<file path="src/rtl/opb_register_ppc2simulink.sv">
// OPB slave holding one 32-bit control register that the PPC writes (byte-enabled) and reads back.
// The current value drives user logic continuously; user_data_wr pulses once per accepted write.
module opb_register_ppc2simulink #(
   parameter logic [31:0] C_BASEADDR    = 32'h01008200,
   parameter logic [31:0] C_HIGHADDR    = 32'h010082FF,
   parameter int          C_OPB_AWIDTH  = 32,
   parameter int          C_OPB_DWIDTH  = 32,
   parameter              C_FAMILY      = "virtex5",
   parameter logic [31:0] C_RESET_VALUE = 32'h00000000
) (
   input  logic                        OPB_Clk,
   input  logic                        OPB_Rst_n,
   input  logic [0:C_OPB_AWIDTH-1]     OPB_ABus,
   input  logic [0:C_OPB_DWIDTH/8-1]   OPB_BE,
   input  logic [0:C_OPB_DWIDTH-1]     OPB_DBus,
   input  logic                        OPB_RNW,
   input  logic                        OPB_select,
   input  logic                        OPB_seqAddr,
   output logic [0:C_OPB_DWIDTH-1]     Sl_DBus,
   output logic                        Sl_xferAck,
   output logic                        Sl_errAck,
   output logic                        Sl_retry,
   output logic                        Sl_toutSup,
   output logic [C_OPB_DWIDTH-1:0]     user_data_out,
   output logic                        user_data_wr
);

   localparam logic [0:0] IDLE = 1'b0;
   localparam logic [0:0] ACK  = 1'b1;

   localparam int unused_family_bits = $bits(C_FAMILY);

   logic                    unused_inputs;
   logic [0:0]              state;
   logic                    hit;
   logic                    req;
   logic [C_OPB_DWIDTH-1:0] wr_data;

   assign unused_inputs = OPB_seqAddr;

   assign Sl_errAck  = 1'b0;
   assign Sl_retry   = 1'b0;
   assign Sl_toutSup = 1'b0;

   assign hit = (OPB_ABus >= C_BASEADDR) && (OPB_ABus <= C_HIGHADDR);
   assign req = (state == IDLE) && OPB_select && hit;

   // OPB bit i is user bit DWIDTH-1-i, so byte lane k lands on the k-th byte from the top.
   always_comb begin
      wr_data = user_data_out;
      for (int k = 0; k < C_OPB_DWIDTH / 8; k++) begin
         if (OPB_BE[k]) begin
            wr_data[C_OPB_DWIDTH-1-8*k -: 8] = OPB_DBus[8*k +: 8];
         end
      end
   end

   always_ff @(posedge OPB_Clk or negedge OPB_Rst_n) begin
      if (!OPB_Rst_n) begin
         state         <= IDLE;
         Sl_xferAck    <= 1'b0;
         Sl_DBus       <= '0;
         user_data_wr  <= 1'b0;
         user_data_out <= C_RESET_VALUE[C_OPB_DWIDTH-1:0];
      end else begin
         case (state)
            IDLE: begin
               if (req) begin
                  state        <= ACK;
                  Sl_xferAck   <= 1'b1;
                  user_data_wr <= ~OPB_RNW;
                  Sl_DBus      <= OPB_RNW ? user_data_out : '0;
                  if (!OPB_RNW) begin
                     user_data_out <= wr_data;
                  end
               end else begin
                  Sl_xferAck   <= 1'b0;
                  user_data_wr <= 1'b0;
                  Sl_DBus      <= '0;
               end
            end
            default: begin
               // A select still high here belongs to the next transfer; IDLE samples it next edge.
               state        <= IDLE;
               Sl_xferAck   <= 1'b0;
               user_data_wr <= 1'b0;
               Sl_DBus      <= '0;
            end
         endcase
      end
   end

endmodule
</file>
<file path="config.mk">
export PLATFORM = sky130hd
export DESIGN_NAME = opb_register_ppc2simulink
export DESIGN_NICKNAME = d
export VERILOG_FILES = /design/src/rtl/opb_register_ppc2simulink.sv
export SDC_FILE = /design/constraint.sdc
export NUM_CORES = 1
export LEC_CHECK = 0
export CAP_MARGIN = 0
export CELL_PAD_IN_SITES_DETAIL_PLACEMENT = 0
export CELL_PAD_IN_SITES_GLOBAL_PLACEMENT = 1
export CORE_MARGIN = 1.5
export CORE_UTILIZATION = 29
export DETAILED_ROUTE_END_ITERATION = 6
export HOLD_SLACK_MARGIN = 0.03
export PLACE_DENSITY_LB_ADDON = 0.1
export SYNTH_ARGS = -nofsm -noshare
export SYNTH_HDL_FRONTEND = slang
export SYNTH_SLANG_ARGS = --single-unit
</file>
<file path="constraint.sdc">
create_clock -name OPB_Clk -period 2.85 [get_ports OPB_Clk]
set_input_delay 0.57 -clock OPB_Clk [delete_from_list [all_inputs] [get_ports OPB_Clk]]
set_output_delay 0.57 -clock OPB_Clk [all_outputs]
set_load 0.05 [all_outputs]
</file>
==> flow_summary_export.csv <==
group,metric,value,unit
layout,layout_common_cells,"clkdlybuf4s50_1, dfrtp_1, and2_1, mux2_2, clkbuf_8",
sta,maxSlewHeadroom,44.4,%
critical_path,reg2regPathDepth,5,
clock_network,cts_root_buf,"clkbuf_8",
global_routing,antenna_found_initial,0,
sta,finalSetupViolCount,0,
critical_path,worstSetupPathType,"input pin to flop",
sta,fin_ws,496,ps
clock_network,clock_latency,320,ps
synthesis,synth.distinct_cells,15,
clock_network,cts_buffers,9,
sta,maxSlewViolCount,0,
drt,antenna_left,0,
critical_path,cp-end-kind,"flop",
pwr,leakage,1.87,nW
sta,layout_min_cycle_time,2350,ps
synthesis,syn_inst,155,
pwr,p_seq_share,54.8,%
pwr,power_density,422,mW/mm²
sta,min_period_over_period,82.6,%
layout,finalNonFillerCells,404,
drt,drt_first_pass_iters,4,
pwr,combinationalPowerShare,7.3,%
drt,vias,1718,
global_routing,gr-usage-all-layers,13.0,%
pwr,p_sw,0.365,mW
place,gp_congestion,0.640,
pwr,switching_share,21.4,%
synthesis,ys_ff_latch,66,
clock_network,post_cts_buffers,0,
job,drv_cap,0,
floorplanning,die_h,95.2,µm
global_routing,grt_pass1_wl,8.53,mm
layout,antenna_cells,0,
drt,drc,0,
pwr,ir_worst_vdd,0.272,mV
clock_network,cts_buffer_depth,2,
critical_path,required,3060,ps
critical_path,path_cells,"clkdlybuf4s50_1, or4b_4, a2111oi_4, buf_4, nand4_4, mux2_2",
layout,area_growth,64.1,%
pwr,finalPower,1.71,mW
place,port_buffers,129,
floorplanning,core_area,0.00822,mm²
place,place_ws,125,ps
critical_path,cp.depth,6,
critical_path,worstReg2RegEnd,"user_data_out[2]",
floorplanning,num_rows,33,
min_path,hold_class,"input pin to asynchronous set/reset pin",
synthesis,syn_avg_cell_area,15.9,µm²
sta,rsz0062_at_grt,"false",
synthesis,synth_seq_area_share,67.0,%
critical_path,critical_path.top_delay_family,"simple AND/OR/NAND/NOR gates",
critical_path,r2r_start,"state",
floorplanning,die-area,0.00906,mm²
layout,drive_gt1_share,19.4,%
clock_network,cts-resized-gates,0,
global_routing,grt_pass1_vias,1685,
sta,finalHoldViolCount,0,
sta,timing.hold.ws,426,ps
critical_path,worstSetupStartpointType,"input pin",
drt,drtIter0Drc,36,
sta,fmax,425,MHz
layout,final_common_cell,"clkdlybuf4s50_1",
sta,tightest_slew,833,ps
clock_network,htree_levels,3,
clock_network,cts_tree,"yes",
clock_network,clk_pin_slew,60,ps
outcome,status,"finished, final reports clean",
global_routing,grt_max_degree,67,
critical_path,cp_slowest_cell,"or4b_4",
clock_network,clock_sinks,66,
drt,via_per_inst,4.25,
clock_network,cts_hold_buffers,0,
drt,wirelength,5.67,mm
layout,regArea,0.00165,mm²
critical_path,cp_num_buf_inv,2,
synthesis,synth_area,0.00246,mm²
synthesis,yosys.area.top_type,"dfrtp_1",
synthesis,netlist.area_leader.share,67.0,%
pwr,clkPwrFrac,37.9,%
global_routing,grt_overflow,0,
critical_path,reg2reg_slack,790,ps
critical_path,max_stage_delay,550,ps
synthesis,ys_warn_count,0,
place,place_inst,390,
critical_path,cp-startpoint,"OPB_ABus[18]",
place,dp_hpwl,4.14,mm
layout,nets,369,
layout,multi_input_area,771,µm²
floorplanning,initial_core_util,30.0,%
critical_path,cp.arrival,2560,ps
synthesis,synth.area.top_cells,"dfrtp_1, mux2_2, and2_1",
drt,post_drt_wl_per_cell,14.0,µm
floorplanning,die_w,95.2,µm
floorplanning,ios,142,
layout,final.fill_count,762,
sta,tns,0,ps
critical_path,crit_fanout,8,
pwr,p_int,1.34,mW
sta,skew,7.34,ps
[cell families (layout without fill, tap and decap cells)]
logic type / after synthesis / after routing / synth area share [%]
DFF: 66 / 66 / 67.0
buffers and inverters: 7 / 149 / 1.98
AOI/OAI and AO/OA: 1 / 1 / 1.12
and+or+nand+nor: 48 / 48 / 15.1
other: 1 / 3 / 0.152
muxes: 32 / 32 / 14.6
[per-stage QoR]
step / util [%] / instance area, µm²
2_1_floorplan: - / 2470
3_3_place_gp: 47.3 / 3880
3_5_place_dp: 47.3 / 3880
4_1_cts: 49.2 / 4040
5_1_grt: 49.2 / 4040
6_report: 49.2 / 4040
[worst max path at each step]
| stage | to | slack (ps) |
|---|---|---|
| 2_1_floorplan | user_data_out[0] | 460 |
| 3_3_place_gp | user_data_out[2] | 150 |
| 3_5_place_dp | user_data_out[2] | 130 |
| 4_1_cts | user_data_out[29] | 490 |
| 5_1_grt | user_data_out[0] | 410 |
| 6_report | user_data_out[2] | 500 |
[synth_stat cells, drive strengths merged]
cell type	count
a2111oi	1
and2	33
and3	2
and4	1
buf	7
conb	1
dfrtp	66
mux2	32
nand4	4
nor2	2
nor4	2
nor4b	2
or4	1
or4b	1
[state kept, by name, indices dropped and copies added, names as in the netlist]
register	cells
Sl_DBus	32
state	1
user_data_out	32
user_data_wr	1
[metal layers]
layer / vias to the layer above / track usage [%] / wire length (µm)
met4: 0 / 6.72 / 57
met3: 7 / 5.58 / 535
met2: 74 / 19.9 / 2810
li1: 812 / - / -
met5: - / 0 / 0
met1: 825 / 15.5 / 2270
[final cells by class]
cell class,instances,area share [%]
clock inverters,3,0.433
flip-flops and latches,66,40.8
clock buffers,11,3.50
well taps,105,3.25
multi-input cells,84,19.1
repair buffers,135,32.9
[power by group through the flow]
stage / Combinational (mW) / Sequential (mW) / Clock, mW
global placement: 0.126 / 0.954 / 0
global route: 0.136 / 0.936 / 0.720
CTS: 0.127 / 0.936 / 0.682
finish: 0.124 / 0.937 / 0.647
floorplan: 0.0191 / 0.954 / 0
detailed placement: 0.126 / 0.954 / 0
(Power assumes the default switching activity.)
